[config.mk]
export PLATFORM = sky130hd
export DESIGN_NAME = lcd_hd44780_driver_flat
export DESIGN_NICKNAME = d
export VERILOG_FILES = /design/src/rtl/lcd_hd44780_driver_pkg.sv /design/src/rtl/lcd_hd44780_driver_if.sv /design/src/rtl/lcd_hd44780_driver_timer.sv /design/src/rtl/lcd_hd44780_driver.sv /design/src/flat_wrapper.sv
export SDC_FILE = /design/constraint.sdc
export NUM_CORES = 1
export LEC_CHECK = 0
export CORE_AREA = 2 2 71 124
export CTS_CLUSTER_DIAMETER = 80
export DETAILED_ROUTE_END_ITERATION = 6
export DIE_AREA = 0 0 73 126
export SLEW_MARGIN = 20
export SYNTH_ARGS = -nofsm -noshare
export SYNTH_HDL_FRONTEND = slang
export SYNTH_SLANG_ARGS = --single-unit
export TNS_END_PERCENT = 30
[constraint.sdc]
create_clock -name i_clk -period 2.3 [get_ports i_clk]
set_input_delay 0.46 -clock i_clk [delete_from_list [all_inputs] [get_ports i_clk]]
set_output_delay 0.46 -clock i_clk [all_outputs]
set_load 0.05 [all_outputs]
[src/rtl/lcd_hd44780_driver_pkg.sv]
// rtl/lcd_hd44780_driver_pkg.sv - shared constants, state enum and helpers for the HD44780 driver
package lcd_pkg;

  localparam logic [3:0] FUNC_INIT      = 4'd0;
  localparam logic [3:0] FUNC_SETCURSOR = 4'd1;
  localparam logic [3:0] FUNC_DATA      = 4'd3;

  localparam logic [7:0] CMD_FUNCSET = 8'h38;
  localparam logic [7:0] CMD_DISPON  = 8'h0C;
  localparam logic [7:0] CMD_CLEAR   = 8'h01;
  localparam logic [7:0] CMD_ENTRY   = 8'h06;
  localparam logic [7:0] CMD_DDRAM   = 8'h80;

  typedef enum logic [2:0] {
    ST_PWRON,
    ST_IDLE,
    ST_SETUP,
    ST_PULSE,
    ST_HOLD,
    ST_DONE
  } drv_state_e;

  // Byte issued at each step of the INIT expansion
  function automatic logic [7:0] init_byte(input logic [1:0] step);
    case (step)
      2'd0:    init_byte = CMD_FUNCSET;
      2'd1:    init_byte = CMD_DISPON;
      2'd2:    init_byte = CMD_CLEAR;
      default: init_byte = CMD_ENTRY;
    endcase
  endfunction

  function automatic int max2(input int a, input int b);
    max2 = (a > b) ? a : b;
  endfunction

endpackage

[src/rtl/lcd_hd44780_driver_if.sv]
// rtl/lcd_hd44780_driver_if.sv - request/response and LCD bus signals between controller and driver
interface lcd_hd44780_driver_if #(
  parameter int SIZE_DATA = 8,
  parameter int SIZE_FUNC = 4
);
  logic                 i_en_lcd;
  logic [SIZE_FUNC-1:0] i_func;
  logic [SIZE_DATA-1:0] i_data;
  logic                 o_busy;
  logic                 o_done;
  logic                 o_lcd_rs;
  logic                 o_lcd_rw;
  logic                 o_lcd_e;
  logic [SIZE_DATA-1:0] o_lcd_data;

  modport master (
    output i_en_lcd, i_func, i_data,
    input  o_busy, o_done, o_lcd_rs, o_lcd_rw, o_lcd_e, o_lcd_data
  );

  modport slave (
    input  i_en_lcd, i_func, i_data,
    output o_busy, o_done, o_lcd_rs, o_lcd_rw, o_lcd_e, o_lcd_data
  );
endinterface

[src/rtl/lcd_hd44780_driver_timer.sv]
// rtl/lcd_hd44780_driver_timer.sv - loadable down-counter; expired while the count sits at zero
module lcd_timer #(
  parameter int             W         = 8,
  parameter logic [W-1:0]   RESET_VAL = '0
) (
  input  logic         i_clk,
  input  logic         i_rst_n,
  input  logic         load_i,
  input  logic [W-1:0] load_val_i,
  output logic         expired_o
);

  logic [W-1:0] count_q;

  always_ff @(posedge i_clk or negedge i_rst_n) begin
    if (!i_rst_n) begin
      count_q <= RESET_VAL;
    end else if (load_i) begin
      count_q <= load_val_i;
    end else if (count_q != '0) begin
      count_q <= count_q - W'(1);
    end
  end

  assign expired_o = (count_q == '0);

endmodule

[src/rtl/lcd_hd44780_driver.sv]
// rtl/lcd_hd44780_driver.sv - HD44780 8-bit write-only bus driver: expands requests into
// timed RS/DB/E cycles and pulses done when the last execution wait ends.
module lcd_hd44780_driver
  import lcd_pkg::*;
#(
  parameter int SIZE_DATA   = 8,
  parameter int SIZE_FUNC   = 4,
  parameter int T_PWRON_CYC = 750000,
  parameter int T_SETUP_CYC = 2,
  parameter int T_PW_CYC    = 25,
  parameter int T_CMD_CYC   = 2000,
  parameter int T_CLR_CYC   = 82000
) (
  input  logic                  i_clk,
  input  logic                  i_rst_n,
  lcd_hd44780_driver_if.slave   bus
);

  localparam int T_MAX = max2(max2(max2(T_PWRON_CYC, T_SETUP_CYC),
                                   max2(T_PW_CYC, T_CMD_CYC)), T_CLR_CYC);
  localparam int CNT_W = $clog2(T_MAX) + 1;

  localparam logic [CNT_W-1:0] LD_PWRON = CNT_W'(T_PWRON_CYC - 1);
  localparam logic [CNT_W-1:0] LD_SETUP = CNT_W'(T_SETUP_CYC - 1);
  localparam logic [CNT_W-1:0] LD_PW    = CNT_W'(T_PW_CYC - 1);
  localparam logic [CNT_W-1:0] LD_CMD   = CNT_W'(T_CMD_CYC - 1);
  localparam logic [CNT_W-1:0] LD_CLR   = CNT_W'(T_CLR_CYC - 1);

  drv_state_e           state_q;
  logic                 busy_q;
  logic                 done_q;
  logic                 rs_q;
  logic                 e_q;
  logic [SIZE_DATA-1:0] db_q;
  logic                 init_q;
  logic [1:0]           step_q;

  logic                 func_ok;
  logic                 last_byte;
  logic                 tmr_load_d;
  logic [CNT_W-1:0]     tmr_val_d;
  logic                 tmr_expired;

  // Timer loads on entry to each timed phase so its count lines up with the state change
  always_comb begin
    func_ok    = (bus.i_func == SIZE_FUNC'(FUNC_INIT)) ||
                 (bus.i_func == SIZE_FUNC'(FUNC_SETCURSOR)) ||
                 (bus.i_func == SIZE_FUNC'(FUNC_DATA));
    last_byte  = !init_q || (step_q == 2'd3);
    tmr_load_d = 1'b0;
    tmr_val_d  = LD_SETUP;
    case (state_q)
      ST_IDLE: begin
        if (bus.i_en_lcd && func_ok) begin
          tmr_load_d = 1'b1;
          tmr_val_d  = LD_SETUP;
        end
      end
      ST_SETUP: begin
        if (tmr_expired) begin
          tmr_load_d = 1'b1;
          tmr_val_d  = LD_PW;
        end
      end
      ST_PULSE: begin
        if (tmr_expired) begin
          tmr_load_d = 1'b1;
          tmr_val_d  = (db_q == SIZE_DATA'(CMD_CLEAR)) ? LD_CLR : LD_CMD;
        end
      end
      ST_HOLD: begin
        if (tmr_expired && !last_byte) begin
          tmr_load_d = 1'b1;
          tmr_val_d  = LD_SETUP;
        end
      end
      default: ;
    endcase
  end

  lcd_timer #(
    .W         (CNT_W),
    .RESET_VAL (LD_PWRON)
  ) u_timer (
    .i_clk      (i_clk),
    .i_rst_n    (i_rst_n),
    .load_i     (tmr_load_d),
    .load_val_i (tmr_val_d),
    .expired_o  (tmr_expired)
  );

  always_ff @(posedge i_clk or negedge i_rst_n) begin
    if (!i_rst_n) begin
      state_q <= ST_PWRON;
      busy_q  <= 1'b1;
      done_q  <= 1'b0;
      rs_q    <= 1'b0;
      e_q     <= 1'b0;
      db_q    <= '0;
      init_q  <= 1'b0;
      step_q  <= 2'd0;
    end else begin
      done_q <= 1'b0;
      case (state_q)
        ST_PWRON: begin
          if (tmr_expired) begin
            state_q <= ST_IDLE;
            busy_q  <= 1'b0;
          end
        end
        ST_IDLE: begin
          if (bus.i_en_lcd) begin
            if (bus.i_func == SIZE_FUNC'(FUNC_INIT)) begin
              state_q <= ST_SETUP;
              busy_q  <= 1'b1;
              init_q  <= 1'b1;
              step_q  <= 2'd0;
              rs_q    <= 1'b0;
              db_q    <= SIZE_DATA'(init_byte(2'd0));
            end else if (bus.i_func == SIZE_FUNC'(FUNC_SETCURSOR)) begin
              state_q <= ST_SETUP;
              busy_q  <= 1'b1;
              init_q  <= 1'b0;
              rs_q    <= 1'b0;
              db_q    <= SIZE_DATA'(CMD_DDRAM | {1'b0, bus.i_data[6:0]});
            end else if (bus.i_func == SIZE_FUNC'(FUNC_DATA)) begin
              state_q <= ST_SETUP;
              busy_q  <= 1'b1;
              init_q  <= 1'b0;
              rs_q    <= 1'b1;
              db_q    <= bus.i_data;
            end else begin
              state_q <= ST_DONE;
              done_q  <= 1'b1;
            end
          end
        end
        ST_SETUP: begin
          if (tmr_expired) begin
            state_q <= ST_PULSE;
            e_q     <= 1'b1;
          end
        end
        ST_PULSE: begin
          if (tmr_expired) begin
            state_q <= ST_HOLD;
            e_q     <= 1'b0;
          end
        end
        ST_HOLD: begin
          if (tmr_expired) begin
            if (last_byte) begin
              state_q <= ST_DONE;
              done_q  <= 1'b1;
              busy_q  <= 1'b0;
            end else begin
              state_q <= ST_SETUP;
              step_q  <= step_q + 2'd1;
              db_q    <= SIZE_DATA'(init_byte(step_q + 2'd1));
            end
          end
        end
        ST_DONE: begin
          state_q <= ST_IDLE;
        end
        default: begin
          state_q <= ST_IDLE;
          busy_q  <= 1'b0;
          e_q     <= 1'b0;
        end
      endcase
    end
  end

  assign bus.o_busy     = busy_q;
  assign bus.o_done     = done_q;
  assign bus.o_lcd_rs   = rs_q;
  assign bus.o_lcd_rw   = 1'b0;
  assign bus.o_lcd_e    = e_q;
  assign bus.o_lcd_data = db_q;

endmodule

[src/flat_wrapper.sv]
// flat-port wrapper written by rule: the top's interface ports become plain ports
module lcd_hd44780_driver_flat import lcd_pkg::*;
#(
  parameter int SIZE_DATA   = 8,
  parameter int SIZE_FUNC   = 4,
  parameter int T_PWRON_CYC = 750000,
  parameter int T_SETUP_CYC = 2,
  parameter int T_PW_CYC    = 25,
  parameter int T_CMD_CYC   = 2000,
  parameter int T_CLR_CYC   = 82000
)
  (i_clk, i_rst_n, bus_i_en_lcd, bus_i_func, bus_i_data, bus_o_busy, bus_o_done, bus_o_lcd_rs, bus_o_lcd_rw, bus_o_lcd_e, bus_o_lcd_data);
  lcd_hd44780_driver_if #(.SIZE_DATA(SIZE_DATA), .SIZE_FUNC(SIZE_FUNC)) bus_i ();
  input  logic i_clk;
  input  logic i_rst_n;
  input wire logic [$bits(bus_i.i_en_lcd)-1:0] bus_i_en_lcd;
  input wire logic [$bits(bus_i.i_func)-1:0] bus_i_func;
  input wire logic [$bits(bus_i.i_data)-1:0] bus_i_data;
  output wire logic [$bits(bus_i.o_busy)-1:0] bus_o_busy;
  output wire logic [$bits(bus_i.o_done)-1:0] bus_o_done;
  output wire logic [$bits(bus_i.o_lcd_rs)-1:0] bus_o_lcd_rs;
  output wire logic [$bits(bus_i.o_lcd_rw)-1:0] bus_o_lcd_rw;
  output wire logic [$bits(bus_i.o_lcd_e)-1:0] bus_o_lcd_e;
  output wire logic [$bits(bus_i.o_lcd_data)-1:0] bus_o_lcd_data;
  assign bus_i.i_en_lcd = bus_i_en_lcd;
  assign bus_i.i_func = bus_i_func;
  assign bus_i.i_data = bus_i_data;
  assign bus_o_busy = bus_i.o_busy;
  assign bus_o_done = bus_i.o_done;
  assign bus_o_lcd_rs = bus_i.o_lcd_rs;
  assign bus_o_lcd_rw = bus_i.o_lcd_rw;
  assign bus_o_lcd_e = bus_i.o_lcd_e;
  assign bus_o_lcd_data = bus_i.o_lcd_data;
  lcd_hd44780_driver #(.SIZE_DATA(SIZE_DATA), .SIZE_FUNC(SIZE_FUNC), .T_PWRON_CYC(T_PWRON_CYC), .T_SETUP_CYC(T_SETUP_CYC), .T_PW_CYC(T_PW_CYC), .T_CMD_CYC(T_CMD_CYC), .T_CLR_CYC(T_CLR_CYC)) u_core (.i_clk(i_clk), .i_rst_n(i_rst_n), .bus(bus_i));
endmodule
* Yosys cells after proc, flatten, opt, wreduce, memory -nomap -nowiden
Cells that the tools add are included.
** Storage, ports and cells
- Bits in registers :: 39
- Output and inout bits :: 13
- Logic and storage cells :: 112
** Operators by class
- Muxes and demuxes :: 55
- Eq/ne operators :: 20
- $add $sub $neg :: 2
- Reductions and logical operators :: 24
- Bitwise gates (word level) :: 2
** Operator list (number)
- $mux W21 :: 3
- $mux W8 :: 6
- $pmux W21 S2 :: 1
- $mux W3 :: 9
- $mux W1 :: 22
- $logic_not A21 Y1 :: 1
- $reduce_bool A21 Y1 :: 1
- $sub A21 B1 Y21 const B :: 1
- $pmux W6 S3 :: 1
- $mux W17 :: 1
- $pmux W8 S2 :: 1
- $pmux W3 S5 :: 1
- $reduce_and A5 Y1 :: 3
- $ne A2 B1 Y1 const B :: 6
- $eq A8 B1 Y1 const B :: 1
- $mux W2 :: 4
- $eq A3 B2 Y1 const B :: 2
- $eq A3 B3 Y1 const B :: 2
- $pmux W1 S3 :: 2
- $reduce_and A3 Y1 :: 2
- $reduce_and A6 Y1 :: 1
- $mux W5 :: 1
- $eq A2 B2 Y1 const B :: 2
- $eq A4 B1 Y1 const B :: 1
- other kinds (21) :: 28

* Longest topological paths before layout
Gate-level depths: netlist (run 1).
- Depth in word-level cells :: 7
- Depth in mapped cells :: 8
- Mapped depth without buffers :: 7

* Cells and area by module
A second synthesis (run 1) with hierarchy kept.
** Unflattened totals
- Cells, all modules :: 243
- Area, all modules :: 2399.8 µm²
** Modules (own cells, without submodules)
- lcd_timer :: cells each 125, seq. area each 541.8 µm², area each 1228.7 µm², instances 1
- lcd_hd44780_driver :: cells each 118, seq. area each 451.7 µm², area each 1171.1 µm², instances 1

* Worst setup path after synthesis (run 1)
OpenSTA, ideal clock, no wires.
- Path kind :: register to register
- Start point :: register u_core.u_timer.count_q[3]
- End point :: register u_core.db_q[0] (netlist: u_core.bus.o_lcd_data[0])
- Library setup time :: 0.125 ns
- Stages on the path, launching flop included :: 8
- Required time :: 2.175 ns
- Period minus slack after synthesis :: 2.349 ns
- Arrival time :: 2.224 ns
- Path slack :: -0.049 ns
- Buffers on the path :: 2
- Path through :: dfstp_2 buf_2 or4_1 buf_2 nor2_4 nand3_4 o31ai_4 mux2_2
** On the way
- Cells in the longest elaborated chain, start to end :: 3
** RTL lines
- from (decl) :: RTL line lcd_hd44780_driver_timer.sv:13 : logic [W-1:0] count_q;
- from (signal assigned) :: RTL line lcd_hd44780_driver_timer.sv:19 : count_q <= load_val_i;
- from (signal assigned) :: RTL line lcd_hd44780_driver_timer.sv:21 : count_q <= count_q - W'(1);
- $logic_not A21 Y1 :: RTL line lcd_hd44780_driver_timer.sv:25 : assign expired_o = (count_q == '0);
- $ne A2 B1 Y1 (no line)
- $reduce_and A5 Y1 (no line)
- to (signal assigned) :: RTL line lcd_hd44780_driver.sv:119 : db_q <= SIZE_DATA'(init_byte(2'd0));
- to (signal assigned) :: RTL line lcd_hd44780_driver.sv:125 : db_q <= SIZE_DATA'(CMD_DDRAM | {1'b0, bus.i_data[6:0]});
- to (signal assigned) :: RTL line lcd_hd44780_driver.sv:131 : db_q <= bus.i_data;
- to (decl) :: RTL line lcd_hd44780_driver.sv:34 : logic [SIZE_DATA-1:0] db_q;
No other way between the ends.
A chain may end at the register's enable or synchronous reset.

* Worst setup path in the final report (run 1)
- Start point :: register u_core.u_timer.count_q[13]
- End point :: register u_core.db_q[2] (netlist: u_core.bus.o_lcd_data[2])
Same word-level chain as after synthesis.

==> results of run 1 <==
-- report_power, final --
part,internal [W],switching (W),leakage (nW),total [W]
clock network,0.000401,0.000291,0.0669,0.000691
logic,0.00111,0.00141,0.828,0.00252
registers,0.00106,0.000262,0.453,0.00132
total,0.00257,0.00196,1.35,0.00454
-- logic make-up (layout without fill, tap and decap cells) --
logic type      count (synthesis)  in the layout  synth area share [%]
mux                             9              9                 4.071
buf+inv                        21             87                 3.654
flops                          39             39                 41.44
other cells                     1              1                0.1564
simple gates                  112            112                 27.30
fa+ha+maj                       5              5                 2.610
xor+xnor                        8              8                 2.923
compound gates                 65             65                 17.85
-- final timing paths --
path                       slack [ps]                  startpoint                   endpoint  cells past startpoint
max                                40  u_core.u_timer.count_q[13]   u_core.bus.o_lcd_data[2]                      6
min                               130                     i_rst_n          u_core.state_q[0]                      2
max reg2reg                        40  u_core.u_timer.count_q[13]   u_core.bus.o_lcd_data[2]                      6
min reg2reg                       490         u_core.bus.o_lcd_rs        u_core.bus.o_lcd_rs                      2
max in group asynchronous        1900                     i_rst_n  u_core.u_timer.count_q[5]                      2
min in group i_clk                490         u_core.bus.o_lcd_rs        u_core.bus.o_lcd_rs                      2
-- synth_stat cells (3+ instances only) --
library cell and instances:
nand2b_1 4, nor4_1 4, inv_1 9, mux2i_1 3
mux2_2 6, nand3_1 9, or4_1 5, nor3_1 9
o22ai_1 3, o31ai_1 7, a21oi_1 21, nor2b_1 5
nand2_1 18, nand4_1 5, clkbuf_1 7, o41ai_1 3
or3_1 6, dfstp_2 14, dfrtp_1 25, o21ai_0 12
nand3b_1 3, nor3b_1 3, and3_1 4, buf_2 4
ha_1 5, xnor2_1 7, nor2_1 23
-- final cells by class --
| class | count | area, um^2 |
|---|---|---|
| multi-input combinational | 200 | 1376 |
| inverter | 9 | 33.78 |
| clock inverter | 2 | 12.51 |
| clock buffer | 6 | 128.9 |
| fill | 798 | 4932 |
| sequential | 39 | 993.5 |
| timing repair buffer | 70 | 610.6 |
| tap | 92 | 115.1 |
-- worst reg2reg max path: stages (launching register included) --
cell and delay [ps]:
dfstp_2 370, or4_4 550, nor4_4 330, nand3_4 160
o31ai_4 240, buf_12 170, mux2_2 330
-- flip-flops by register name, summed over array words and instances, names as in the netlist --
register	cells
u_core.bus.o_done	1
u_core.bus.o_lcd_rs	1
u_core.bus.o_lcd_data	8
u_core.state_q	3
u_core.bus.o_busy	1
u_core.bus.o_lcd_e	1
u_core.step_q	2
u_core.u_timer.count_q	21
u_core.init_q	1
-- through the flow --
| stage | utilization [%] | TNS (ps) | instance area (um^2) | std cells | setup slack, ps |
|---|---|---|---|---|---|
| 3_3_place_gp | 37.32 | -244.3 | 3062 | 409 | -158.9 |
| 5_1_grt | 39.87 | -321.6 | 3271 | 418 | -45.73 |
| 6_report | 39.87 | 0 | 3271 | 418 | 40.61 |
| 4_1_cts | 39.37 | 0 | 3229 | 418 | 11.69 |
| 3_5_place_dp | 37.32 | -407.9 | 3062 | 409 | -250.9 |
| 2_1_floorplan | - | -292.1 | 2397 | 260 | -48.69 |
-- routing by layer --
layer | vias to the layer above | routed length (um) | part of all wire (%) | track usage, %
met2 | 47 | 4038 | 58 | 29.52
met1 | 1099 | 2447 | 35 | 16.04
met5 | - | 0 | 0 | 0
li1 | 1089 | - | - | -
met4 | 0 | 319 | 4.6 | 9.477
met3 | 18 | 167 | 2.4 | 2.720
-- what timing repair did --
action,4_1_cts,5_1_grt
setup endpoints to repair,5,15
endpoints found under the hold margin,0,0
pin swaps,5,6
gates resized for setup,3,11
setup buffers,1,0
==> impl_metrics.ini, run 1 <==
[floorplan]
die_x_um = 73
ios = 28
die_h_um = 126
core_mm2 = 0.008203
start_util_pct = 29.23
die_area_mm2 = 0.009198
num_rows = 44

[clocking]
cts_tree = done
cts-root-buf = clkbuf_16
clkSinkCount = 39
max-clock-path-buffers = 2
clk_latency_ps = 290
cts_buffers = 5
clkSlewWorstSetupHoldPaths_ps = 60
cts_hold_buf = 0
cts_htree_levels = 2

[pwr]
leakagePower_nw = 1.347
total_power_w = 0.004536
power_density_mw_per_mm2 = 1387
ir_drop_v = 0.0008362

[layout]
final_cell_mix = buf_4 (42), clkdlybuf4s50_1 (25), dfrtp_1 (25)
drive_above_1_share_pct = 28.83
final_common_cell = buf_4
area_growth_pct = 36.43
nets = 345
antennaDiodeCount = 0

[critical_path]
crit_path_top_delay_cell = or4_4
worstPathCellList = or4_4 -> nor4_4 -> nand3_4 -> o31ai_4 -> buf_12 -> mux2_2
arrival_ps = 2430
worstSetupPathType = reg -> reg
critPathLaunchType = flop
crit_required_ps = 2470
path_max_fanout = 9
critPathBufInv = 1
worstSetupEndpointType = flop
path_delay_family = simple AND/OR/NAND/NOR gates
cp_slowest_stage_delay_ps = 550

[synthesis]
netlist_instances = 260
netlist.area_leader.share_pct = 26.10
ys_ff_latch = 39
netlist_top_cells_area = dfrtp_1 (26%), dfstp_2 (15%), a21oi_1 (4.4%)
ys_warn_count = 0
synth-edff-count = 0
yosysSeqAreaShare_pct = 41.44
syn-num-nets = 280
synth_cell_types = 55
synth_area_leader_cell = dfrtp_1
synthFlopType = dfrtp_1
syn_area_per_cell_um2 = 9.220
synthArstFlopShare_pct = 100.0
syn_area_mm2 = 0.002397

[detailed_routing]
ant_nets = 0
drcViolationCount = 0
wirelength_mm = 6.973
avgViaCountPerCell = 5.390
drtIter0Drc = 51
drtPass1Iterations = 4
wire_per_inst_um = 16.68
vias = 2253

[global_route]
grt-ovfl-total = 0
grt_usage_pct = 16.04
antenna_found_initial = 0
grt_pass1_vias = 2269
grt_pass1_wl_mm = 11.25
grt_max_degree = 40

[sta]
relSlewSlack_pct = 66.29
max_freq_mhz = 442.6
slew_violations = 0
final.hold.worst_slack_ps = 132.3
fin_worst_skew_ps = 5.050
rsz0062_at_grt = true
setup_viol = 0
fin_crit_sh_pct = 98.23
fin_crit_ps = 2259
worst_pin_slew_ps = 504.1
hold_viol_final = 0

[placement]
dpl.hpwl_mm = 5.283
portBuffers = 26
gp_congestion = 0.9162

[hold_path]
min_path_type = in -> async

[status]
outcome = finished, final reports clean

[flow_run]
cap_viol_max_count = 0
No activity file was read; power rests on OpenSTA's default activity.
==> run 2: changes to the inputs <==
==> constraint.sdc (replaced) <==
create_clock -name i_clk -period 2.3 [get_ports i_clk]
set_input_delay 0.23 -clock i_clk [delete_from_list [all_inputs] [get_ports i_clk]]
set_output_delay 0.23 -clock i_clk [all_outputs]
set_load 0.05 [all_outputs]
==> impl_metrics.ini, run 2 (same netlist as run 1, synthesis figures left out) <==
[placement]
dpl.hpwl_mm = 5.208
gp_congestion = 0.9305
portBuffers = 26
place_area_mm2 = 0.002974

[clocking]
clk_latency_ps = 290
cts-root-buf = clkbuf_16
clkSinkCount = 39
cts_htree_levels = 2
cts_buffers = 5
max-clock-path-buffers = 2
clkSlewWorstSetupHoldPaths_ps = 60
cts_tree = done

[critical_path]
worstPathCellList = or4_4 -> nor4_4 -> buf_4 -> nand3_2 -> or4b_4 -> a21oi_2
crit_path_top_delay_cell = or4_4
worstSetupEndpointType = flop
worstSetupPathType = reg -> reg
cp_slowest_stage_delay_ps = 580
critPathBufInv = 1
arrival_ps = 2520
path_max_fanout = 6
path_delay_family = simple AND/OR/NAND/NOR gates
crit_required_ps = 2520
critPathLaunchType = flop

[sta]
fin_worst_skew_ps = 4.633
relSlewSlack_pct = 39.87
fin_crit_ps = 2295
setup_viol = 0
hold_viol_final = 0
rsz0062_at_grt = true
fin_crit_sh_pct = 99.77
slew_violations = 0
max_freq_mhz = 435.8
finalSetupTns_ps = 0
worst_pin_slew_ps = 902.0

[pwr]
power_density_mw_per_mm2 = 1414
ir_drop_v = 0.0006240
leakagePower_nw = 1.327
total_power_w = 0.004541

[global_route]
grt_pass1_vias = 2369
grt_usage_pct = 15.63
antenna_found_initial = 0
grt_pass1_wl_mm = 11.28
grt-ovfl-total = 0
grt_max_degree = 40

[detailed_routing]
avgViaCountPerCell = 5.396
vias = 2207
wirelength_mm = 6.767
ant_nets = 0
drtIter0Drc = 81
wire_per_inst_um = 16.55
drcViolationCount = 0
drtPass1Iterations = 4

[status]
outcome = finished, final reports clean

[floorplan]
num_rows = 44
ios = 28
die_h_um = 126
die_x_um = 73
die_area_mm2 = 0.009198
start_util_pct = 29.23
core_mm2 = 0.008203

[layout]
final_common_cell = buf_4
fin_area_mm2 = 0.003212
top_register = u_core.u_timer.count_q
final_cell_mix = buf_4 (34), clkdlybuf4s50_1 (25), dfrtp_1 (25)
utilization_pct = 39.16
antennaDiodeCount = 0
area_growth_pct = 33.98
nFillCells = 801
largest_register_ff_count = 21
nets = 336
drive_above_1_share_pct = 26.81

[flow_run]
cap_viol_max_count = 0

[hold_path]
min_path_type = in -> async
==> run 2: cell type report <==
type | instances | area, um^2 | area share, %
clock buffers | 5 | 125.1 | 3.896
clock inverters | 3 | 43.79 | 1.363
inverters | 9 | 33.78 | 1.052
multi-input cells | 200 | 1370 | 42.66
flip-flops and latches | 39 | 993.5 | 30.93
well taps | 92 | 115.1 | 3.584
repair buffers | 61 | 530.5 | 16.52
==> run 2: where the power goes <==
part / switching, W / internal (W)
combinational: 0.00137 / 0.00104
clock: 0.000287 / 0.000511
sequential: 0.000267 / 0.00106
==> run 2: layer usage <==
layer / GRT usage [%] / vias to the layer above / routed length [um]
li1: - / 1082 / -
met5: 0 / - / 0
met2: 28.46 / 40 / 3963
met4: 10.24 / 0 / 259
met1: 16.00 / 1070 / 2420
met3: 1.760 / 15 / 125
==> run 2: worst paths after layout <==
path	from	end	slack (ps)	cells after the start
setup / recovery	u_core.u_timer.count_q[11]	u_core.u_timer.count_q[19]	5	6
setup reg to reg	u_core.u_timer.count_q[11]	u_core.u_timer.count_q[19]	5	6
hold / removal	i_rst_n	u_core.state_q[0]	70	1
max in group asynchronous	i_rst_n	u_core.bus.o_lcd_rs	1670	1
min in group i_clk	u_core.bus.o_lcd_rs	u_core.bus.o_lcd_rs	500	2
hold reg to reg	u_core.bus.o_lcd_rs	u_core.bus.o_lcd_rs	500	2
==> run 2: metrics by stage <==
stage / hold WS, ps / cells / worst slack (ps)
6_report: 65.43 / 409 / 5.222
5_1_grt: 135.0 / 409 / -68.62
4_1_cts: 110.6 / 407 / -4.595
3_5_place_dp: 413.4 / 399 / -22.37
3_3_place_gp: 411.9 / 399 / 27.76
2_1_floorplan: -65.59 / 260 / -48.69
==> run 2: what timing repair did <==
action                                  4_1_cts  5_1_grt
cloned                                        0        0
hold buffers                                  0        0
endpoints found under the setup margin        2       18
pin swaps                                     1        4
resized for setup                             0       16
buffers inserted                              0        2
